`src/rtl/control_unit.sv`:
```
// control_unit: hardwired T-state sequencer for the Phase 3 CPU datapath.
// Revision 1.0 - fetch/decode/execute sequencing with run/halt control.
`default_nettype none

module control_unit (
  input  logic        clock,
  input  logic        clear,
  input  logic [31:0] IR,
  input  logic        CON,
  input  logic        stop,
  output logic        run,
  output logic        PCout,
  output logic        IncPC,
  output logic        PCin,
  output logic        MARin,
  output logic        MDRin,
  output logic        MDRout,
  output logic        memRead,
  output logic        ramEnable,
  output logic        IRin,
  output logic        Gra,
  output logic        Grb,
  output logic        Grc,
  output logic        Rin,
  output logic        Rout,
  output logic        BAout,
  output logic        Cout,
  output logic        Yin,
  output logic        Zin,
  output logic        Zlowout,
  output logic        ADD,
  output logic        SUB,
  output logic        AND,
  output logic        OR,
  output logic        CONin,
  output logic        InPort_Out,
  output logic        OutPort_In,
  output logic        HIin,
  output logic        LOin,
  output logic        HIout,
  output logic        LOout,
  output logic        Zhighout,
  output logic [15:0] R0_15in,
  output logic [15:0] R0_15out
);

  localparam logic [3:0] S_RESET = 4'd0;
  localparam logic [3:0] S_T0    = 4'd1;
  localparam logic [3:0] S_T1    = 4'd2;
  localparam logic [3:0] S_T2    = 4'd3;
  localparam logic [3:0] S_T3    = 4'd4;
  localparam logic [3:0] S_T4    = 4'd5;
  localparam logic [3:0] S_T5    = 4'd6;
  localparam logic [3:0] S_T6    = 4'd7;
  localparam logic [3:0] S_T7    = 4'd8;
  localparam logic [3:0] S_HALT  = 4'd9;

  localparam logic [4:0] OP_LD   = 5'b00000;
  localparam logic [4:0] OP_LDI  = 5'b00001;
  localparam logic [4:0] OP_ST   = 5'b00010;
  localparam logic [4:0] OP_ADD  = 5'b00011;
  localparam logic [4:0] OP_SUB  = 5'b00100;
  localparam logic [4:0] OP_AND  = 5'b00101;
  localparam logic [4:0] OP_OR   = 5'b00110;
  localparam logic [4:0] OP_ADDI = 5'b01100;
  localparam logic [4:0] OP_BR   = 5'b10010;
  localparam logic [4:0] OP_IN   = 5'b10110;
  localparam logic [4:0] OP_OUT  = 5'b10111;
  localparam logic [4:0] OP_HALT = 5'b11011;

  logic [3:0] state;
  logic [3:0] next_state;
  logic [3:0] last_state;
  logic [3:0] end_state;
  logic [4:0] op;
  logic       unused_ir;

  assign op        = IR[31:27];
  assign unused_ir = ^IR[26:0];
  assign end_state = stop ? S_HALT : S_T0;

  // Final T-state of each instruction; nop and undefined opcodes end after fetch.
  always_comb begin
    last_state = S_T2;
    case (op)
      OP_LD, OP_ST:                                   last_state = S_T7;
      OP_LDI, OP_ADD, OP_SUB, OP_AND, OP_OR, OP_ADDI: last_state = S_T5;
      OP_BR:                                          last_state = S_T6;
      OP_IN, OP_OUT:                                  last_state = S_T3;
      default:                                        last_state = S_T2;
    endcase
  end

  always_comb begin
    next_state = S_RESET;
    case (state)
      S_RESET: next_state = S_T0;
      S_T0:    next_state = S_T1;
      S_T1:    next_state = S_T2;
      S_T2, S_T3, S_T4, S_T5, S_T6, S_T7: begin
        if (state == S_T2 && op == OP_HALT)
          next_state = S_HALT;
        else if (state == last_state)
          next_state = end_state;
        else
          next_state = state + 4'd1;
      end
      S_HALT:  next_state = S_HALT;
      default: next_state = S_RESET;
    endcase
  end

  always_ff @(posedge clock or posedge clear) begin
    if (clear)
      state <= S_RESET;
    else
      state <= next_state;
  end

  always_comb begin
    run        = (state != S_RESET) && (state != S_HALT);
    PCout      = 1'b0;
    IncPC      = 1'b0;
    PCin       = 1'b0;
    MARin      = 1'b0;
    MDRin      = 1'b0;
    MDRout     = 1'b0;
    memRead    = 1'b0;
    ramEnable  = 1'b0;
    IRin       = 1'b0;
    Gra        = 1'b0;
    Grb        = 1'b0;
    Grc        = 1'b0;
    Rin        = 1'b0;
    Rout       = 1'b0;
    BAout      = 1'b0;
    Cout       = 1'b0;
    Yin        = 1'b0;
    Zin        = 1'b0;
    Zlowout    = 1'b0;
    ADD        = 1'b0;
    SUB        = 1'b0;
    AND        = 1'b0;
    OR         = 1'b0;
    CONin      = 1'b0;
    InPort_Out = 1'b0;
    OutPort_In = 1'b0;
    case (state)
      S_T0: begin PCout = 1'b1; IncPC = 1'b1; MARin = 1'b1; end
      S_T1: begin memRead = 1'b1; ramEnable = 1'b1; MDRin = 1'b1; end
      S_T2: begin MDRout = 1'b1; IRin = 1'b1; end
      S_T3: begin
        case (op)
          OP_LD, OP_LDI, OP_ST: begin Grb = 1'b1; BAout = 1'b1; Yin = 1'b1; end
          OP_ADD, OP_SUB, OP_AND, OP_OR, OP_ADDI: begin
            Grb = 1'b1; Rout = 1'b1; Yin = 1'b1;
          end
          OP_BR:  begin Gra = 1'b1; Rout = 1'b1; CONin = 1'b1; end
          OP_IN:  begin Gra = 1'b1; Rin = 1'b1; InPort_Out = 1'b1; end
          OP_OUT: begin Gra = 1'b1; Rout = 1'b1; OutPort_In = 1'b1; end
          default: ;
        endcase
      end
      S_T4: begin
        case (op)
          OP_LD, OP_LDI, OP_ST, OP_ADDI: begin Cout = 1'b1; ADD = 1'b1; Zin = 1'b1; end
          OP_ADD, OP_SUB, OP_AND, OP_OR: begin
            Grc  = 1'b1;
            Rout = 1'b1;
            Zin  = 1'b1;
            ADD  = (op == OP_ADD);
            SUB  = (op == OP_SUB);
            AND  = (op == OP_AND);
            OR   = (op == OP_OR);
          end
          OP_BR:  begin PCout = 1'b1; Yin = 1'b1; end
          default: ;
        endcase
      end
      S_T5: begin
        case (op)
          OP_LD, OP_ST: begin Zlowout = 1'b1; MARin = 1'b1; end
          OP_LDI, OP_ADD, OP_SUB, OP_AND, OP_OR, OP_ADDI: begin
            Zlowout = 1'b1; Gra = 1'b1; Rin = 1'b1;
          end
          OP_BR:  begin Cout = 1'b1; ADD = 1'b1; Zin = 1'b1; end
          default: ;
        endcase
      end
      S_T6: begin
        case (op)
          OP_LD: begin memRead = 1'b1; ramEnable = 1'b1; MDRin = 1'b1; end
          // Store: data goes into MDR from Ra; memRead stays low so MDR takes the bus.
          OP_ST: begin Gra = 1'b1; Rout = 1'b1; MDRin = 1'b1; end
          OP_BR: begin Zlowout = 1'b1; PCin = CON; end
          default: ;
        endcase
      end
      S_T7: begin
        case (op)
          OP_LD: begin MDRout = 1'b1; Gra = 1'b1; Rin = 1'b1; end
          OP_ST: ramEnable = 1'b1;
          default: ;
        endcase
      end
      default: ;
    endcase
  end

  assign HIin     = 1'b0;
  assign LOin     = 1'b0;
  assign HIout    = 1'b0;
  assign LOout    = 1'b0;
  assign Zhighout = 1'b0;
  assign R0_15in  = 16'h0000;
  assign R0_15out = 16'h0000;

endmodule

`default_nettype wire
```
`config.mk`:
```
export PLATFORM = sky130hd
export DESIGN_NAME = control_unit
export DESIGN_NICKNAME = d
export VERILOG_FILES = /design/src/rtl/control_unit.sv
export SDC_FILE = /design/constraint.sdc
export NUM_CORES = 1
export LEC_CHECK = 0
export CORE_AREA = 2 2 68 70
export CTS_CLUSTER_DIAMETER = 120
export DETAILED_ROUTE_END_ITERATION = 6
export DIE_AREA = 0 0 70 72
export PLACE_DENSITY = 0.76
export SETUP_SLACK_MARGIN = 0.4
export SLEW_MARGIN = 20
export SYNTH_ARGS = -nofsm -noshare
export SYNTH_HDL_FRONTEND = slang
export SYNTH_SLANG_ARGS = --single-unit
```
`constraint.sdc`:
```
create_clock -name clock -period 3.2 [get_ports clock]
set_input_delay 0.48 -clock clock [delete_from_list [all_inputs] [get_ports clock]]
set_output_delay 0.48 -clock clock [all_outputs]
set_load 0.01 [all_outputs]
```
==> key figures, run 1 <==
Critical path
  • Req. time, crit path: 2720 ps
  • Crit path max fanout: 13
  • Crit path cell chain: clkdlybuf4s50_1, buf_4, nand2_1, nor4_1, clkdlybuf4s50_1
  • Most common cell type on the critical path: clkdlybuf4s50_1
  • CP max-delay cell: clkdlybuf4s50_1
  • Type of the setup path with the least slack: in -> out
  • Data arrival time of the critical path: 2220 ps
  • Worst setup EP type: output pin
  • Startpoint type of the worst setup path: input port
  • Stage delay of the slowest cell on the critical path: between 500 and 600 ps

Final layout
  • Finished Core Util: roughly 40%
  • Largest registers ranked by flip-flop count: state x4
  • Number of antenna repair diodes: 0
  • Final #Nets: ~280
  • Biggest register: state
  • Leading cell type in the layout, fill and taps excluded: conb_1
  • Commonest cells after routing, fill and taps aside: conb_1, nor2_1, nand2_1, dlygate4sd2_1, buf_4
  • Layout-stage area growth over the synthesis result: 35.0%
  • Layout Cells excl Fill: about 290
  • Fill cell instance count of the final layout: 446
  • Max reg flops: 4
  • Post-layout instance area: 0.00170 mm2
  • Layout cells sized above 1: 14.6%

Timing
  • RSZ-0062 raised after global routing: true
  • Hold Fails Final Rpt: 0
  • Slew Limit Fails: 0
  • Minimum clock period: approximately 2700 ps
  • Setup violators final: 0
  • Clock skew after layout: between 1.5 and 2 ps
  • Final TNS setup: 0 ps
  • Final clock period utilization by the worst path: a little over four fifths
  • Achievable frequency: 0.371 GHz

Run
  • Max-Cap Viols: 0

Detailed routing
  • Wire length per cell: 12.2 um
  • Number of routed nets with antenna violations: 0
  • DR pass1 iterations: 4
  • Detailed-route via count: ~1400
  • DRT Wirelength: between 3 and 4 mm
  • DRC marker count from the first detailed-route iteration: 81
  • Post-route DRC: 0
  • Vias per std cell: approximately 4.8

CTS
  • CTS Sinks: 4
  • Clock root cell: clkbuf_8
  • Clock latency of the later-clocked register in the worst-skew pair: 210 ps
  • Number of clock buffers inserted by TritonCTS: 3
  • Deepest level of the CTS H-tree: 1
  • Number of buffers added for setup after CTS: 0
  • Clock slew at the register clock pins of the worst setup and hold paths: 30 ps
  • Hold buffer count at cts: 0
  • Maximum clock path buffer count: 2
  • TritonCTS clock tree: done

Floorplan
  • Die outline area: 0.00504 mm2
  • Initial Util: around 30%
  • Die outline width: ~70 um
  • Std cell rows: 24
  • IO Count: 100
  • Core Box Area: 0.00426 mm2
  • Floorplan die height: 72 um

Place
  • Hpwl dp: 2.76 mm
  • I/O Buffers: 35
  • Gpl congestion: 0.961
  • Placed cells: 282
  • Placement-stage cell area: 0.00161 mm2

Synth
  • Distinct cell type count of the synthesized netlist: 52
  • Cell count after synthesis: 192
  • Average footprint of a synthesized cell: between 6 and 7 um2
  • Number of enable flip-flop cells after synthesis: 0
  • Netlist Area Pre-Place: between 0.001 and 0.0015 mm2
  • Yosys synthesis warning count: 0
  • Flops & latches, synth: 4
  • Async set-or-reset flop fraction in the synthesized netlist: 100%
  • Share of the yosys chip area belonging to registers: between 7 and 8%
  • Most used flip-flop cell after synthesis: dfrtp_1

Power
  • Cell area power density: 147 mW/mm2
  • Max VDD drop: 0.253 mV
  • Cell leakage power: just under 0.001 uW

Global route
  • Maximum number of pins on one net before global-route repair: 17
  • Initial antenna violation count: 0
  • Number of global-route vias before repair: 1162
  • GRT overflow: 0
  • First-pass GRT wire length: 5.42 mm
  • GRT Util Overall: 12.8%

Hold path
  • Classification of the worst-slack hold path: in -> async

Status
  • Outcome: complete, no violations
==> worst max-delay path, delay by kind of cell <==
family | cells | cell delay (ps)
buffers and inverters | 3 | 1260
AND/OR/NAND/NOR | 2 | 470
==> layer usage <==
| metal | vias to the layer above | GRT usage [%] | wire length (um) |
|---|---|---|---|
| met1 | 644 | 17.2 | 1540 |
| met3 | 2 | 1.94 | 216 |
| met4 | 0 | 1.07 | 23 |
| li1 | 669 | - | - |
| met5 | - | 0 | 0 |
| met2 | 59 | 22.6 | 1690 |
==> path summary, 6_finish.rpt <==
kind / from / to / slack [ps] / depth (start not counted)
max: IR[31] / OutPort_In / 500 / 5
min in group clock: state[3]$_DFF_PP0_ / state[3]$_DFF_PP0_ / 780 / 3
max in group asynchronous: clear / state[3]$_DFF_PP0_ / 2610 / 2
max reg2reg: state[0]$_DFF_PP0_ / state[0]$_DFF_PP0_ / 1130 / 7
min: clear / state[2]$_DFF_PP0_ / 440 / 2
min reg2reg: state[3]$_DFF_PP0_ / state[3]$_DFF_PP0_ / 780 / 3
==> kinds of logic (layout without fill, tap and decap cells) <==
family	count (synthesis)	count (layout)	synth area share (%)
multiplexers	2	2	1.59
AND/OR/NAND/NOR	74	74	30.7
flip-flops	4	4	7.94
AO/OA/AOI/OAI	41	41	22.1
XOR/XNOR	5	5	3.48
other	1	37	0.298
buffers and inverters	61	66	29.9
adder cells (fa/ha/maj)	4	4	3.97
==> final cells by class <==
| cell class | count | area [um2] | share of cell area (%) |
|---|---|---|---|
| inverter | 12 | 45.0 | 2.65 |
| tap | 52 | 65.1 | 3.83 |
| clock buffer | 3 | 41.3 | 2.43 |
| timing repair buffer | 51 | 487 | 28.6 |
| multi-input combinational | 163 | 962 | 56.6 |
| sequential | 4 | 100 | 5.89 |
==> metrics by stage <==
| stage | hold WS (ps) | power, uW | worst slack (ps) |
|---|---|---|---|
| floorplan | 246 | 146 | 1050 |
| global placement | 674 | 144 | 71.6 |
| detailed placement | 674 | 145 | 43.0 |
| CTS | 449 | 249 | 220 |
| global route | 482 | 267 | 396 |
| finish | 444 | 250 | 501 |
==> report_power, final <==
part,leakage [uW],switching (uW),internal [uW]
clock network,0.0000216,23.2,79.9
logic,0.000899,60.0,35.6
registers,0.0000455,0,51.0
==> timing repair <==
action,CTS,global route
pin swaps,0,1
endpoints found under the setup margin,20,10
hold endpoints to repair,0,0
resized for setup,20,15
==> Yosys cell counts, types with 3 or more instances <==
| library cell | instances | area [um2] |
|---|---|---|
| inv_1 | 9 | 33.8 |
| nor2_1 | 18 | 67.6 |
| a31oi_1 | 3 | 18.8 |
| a21oi_1 | 10 | 50.1 |
| buf_2 | 4 | 20.0 |
| nand3_1 | 4 | 20.0 |
| nand2_1 | 15 | 56.3 |
| and2_1 | 4 | 25.0 |
| dfrtp_1 | 4 | 100 |
| ha_1 | 4 | 50.1 |
| buf_4 | 38 | 285 |
| nor2b_1 | 3 | 18.8 |
| xnor2_1 | 3 | 26.3 |
| clkbuf_1 | 6 | 22.5 |
| o21ai_1 | 5 | 25.0 |
| nor3_1 | 8 | 40.0 |
| a31o_1 | 3 | 26.3 |
| nand2b_1 | 6 | 37.5 |
No activity file was read; power rests on OpenSTA's default activity.
==> run 2: changes to the inputs <==
Clock period 3.2 ns to 2.5 ns, I/O delays scaled along.
==> run 2 against run 1 <==
Wire length increased by 27%. Utilization grew 9.5 points. Die area is the same. Hold slack worse by 100 ps. Sequential power is 28% higher. Via count rose by 13%. Critical path type is now reg -> out. Largest power group is now combinational logic.
==> key figures, run 2 (synthesis results as in run 1) <==
Critical path
  • Reg-to-reg setup timing slack: slightly below 400 ps
  • Data arrival time of the critical path: 1760 ps
  • Req. time, crit path: 2120 ps
  • Critical register-to-register path endpoint: state[0]$_DFF_PP0_
  • Crit path max fanout: 5
  • Worst setup EP type: output pin
  • FF-to-FF path depth: 9
  • Startpoint type of the worst setup path: register
  • Worst r2r src: state[0]$_DFF_PP0_
  • Type of the setup path with the least slack: reg -> out

Global route
  • GRT Util Overall: between 15 and 20%
  • Maximum number of pins on one net before global-route repair: 17
  • GRT overflow: 0
  • Initial antenna violation count: 0
  • First-pass GRT wire length: 6.63 mm
  • Number of global-route vias before repair: 1425

Timing
  • Minimum clock period: ~2100 ps
  • Final clock period utilization by the worst path: a little under nine tenths
  • Final TNS setup: 0 ps
  • Setup violators final: 0
  • Clock skew after layout: 2.11 ps
  • RSZ-0062 raised after global routing: true
  • Hold Fails Final Rpt: 0
  • Achievable frequency: 0.469 GHz
  • Slew Limit Fails: 0

Final layout
  • Number of antenna repair diodes: 0
  • Max reg flops: 4
  • Layout-stage area growth over the synthesis result: 67.1%
  • Biggest register: state
  • Largest registers ranked by flip-flop count: state x4
  • Post-layout instance area: 0.00211 mm2
  • Fill cell instance count of the final layout: roughly 410
  • Finished Core Util: between 40% and 50%
  • Commonest cells after routing, fill and taps aside: buf_4, conb_1, buf_2, nor2_1, nand2_1
  • Layout cells sized above 1: 46.0%
  • Final #Nets: between 300 and 400
  • Layout Cells excl Fill: around 320
  • Leading cell type in the layout, fill and taps excluded: buf_4

Status
  • Outcome: complete, no violations

CTS
  • Deepest level of the CTS H-tree: 1
  • Hold buffer count at cts: 0
  • Clock slew at the register clock pins of the worst setup and hold paths: 30 ps
  • Number of clock buffers inserted by TritonCTS: 3
  • TritonCTS clock tree: done
  • Clock latency of the later-clocked register in the worst-skew pair: 220 ps
  • Maximum clock path buffer count: 2
  • Clock root cell: clkbuf_8
  • CTS Sinks: 4

Detailed routing
  • Vias per std cell: 4.80
  • DR pass1 iterations: 4
  • Detailed-route via count: 1556
  • DRC marker count from the first detailed-route iteration: 36
  • Number of routed nets with antenna violations: 0
  • DRT Wirelength: 4.39 mm
  • Post-route DRC: 0
  • Wire length per cell: 13.5 um

Run
  • Max-Cap Viols: 0

Floorplan
  • Core Box Area: 0.00426 mm2
  • Std cell rows: 24
  • Floorplan die height: 72 um
  • Die outline area: 0.00504 mm2
  • Initial Util: 29.5%
  • IO Count: 100
  • Die outline width: approximately 70 um

Power
  • Cell area power density: 177 mW/mm2
  • Overall power after layout: roughly 370 uW
  • Cell leakage power: between 0.001 and 0.0015 uW
  • Max VDD drop: 0.220 mV

Place
  • Gpl congestion: 0.926
  • Placement-stage cell area: 0.00179 mm2
  • Placed cells: around 310
  • I/O Buffers: 35
  • Hpwl dp: 3.12 mm

Hold path
  • Classification of the worst-slack hold path: in -> async
run 2: cell count changes in the layout (fill, tap and decap cells not counted), moves of 3 or more:
cell | previous run | this run
clkdlybuf4s50_1 | 11 | 3
buf_4 | 15 | 46
nand2_1 | 15 | 12
dlygate4sd2_1 | 15 | 7
dlymetal6s2s_1 | 9 | 2
ha_4 | 0 | 3
buf_2 | 0 | 16
nor2_2 | 0 | 4
nor2_1 | 17 | 13
clkdlybuf4s15_2 | 0 | 5
buf_6 | 0 | 9
run 2: worst max path at each step:
stage                             startpoint  endpoint  slack [ps]  cells past startpoint
after global routing      state[0]$_DFF_PP0_      Rout         310                     10
after CTS                 state[0]$_DFF_PP0_       Gra         360                      6
after detailed placement              IR[27]       Zin        -340                      8
after global placement                IR[27]       Gra        -320                      6
after floorplan           state[1]$_DFF_PP0_       AND         540                      6
final                     state[0]$_DFF_PP0_       Gra         370                      8
run 2: metal layers:
metal / vias up / track usage (%) / routed length, um
met5: - / 0 / 0
met4: 0 / 7.48 / 97
met3: 10 / 1.53 / 196
met2: 54 / 28.7 / 2290
met1: 741 / 19.4 / 1810
li1: 751 / - / -
run 2: layout make-up:
type	instances	area [um2]	share of cell area [%]
Sequential cell	4	103	4.87
Inverter	12	47.5	2.26
Clock buffer	3	41.3	1.96
Tap cell	52	65.1	3.09
Timing Repair Buffer	90	714	33.9
Multi-Input combinational cell	163	1130	53.9
run 2: stage by stage:
step	worst slack, ps	hold WS (ps)
6_report	370	344
5_1_grt	308	390
4_1_cts	365	348
3_5_place_dp	-339	577
3_3_place_gp	-324	574
2_1_floorplan	543	141
run 2: worst max-delay path: stages (launching register included):
cell	delay (ps)
dfrtp_2	440
inv_4	90
buf_6	100
ha_4	160
nand2_4	80
a21oi_1	120
a21oi_1	50
o311ai_1	310
buf_2	190
run 2: what timing repair did:
| action | in CTS | in global routing |
|---|---|---|
| setup endpoints to repair | 31 | 22 |
| gates resized for setup | 130 | 25 |
| pin swaps | 8 | 12 |
| endpoints found under the hold margin | 0 | 0 |
| buffers inserted | 8 | 4 |
| gates cloned | 1 | 0 |
run 2: report_power, final:
group,switching (uW),total [uW],internal [uW]
logic,96.4,172,75.9
clock network,32.1,135,103
registers,0,65.2,65.2
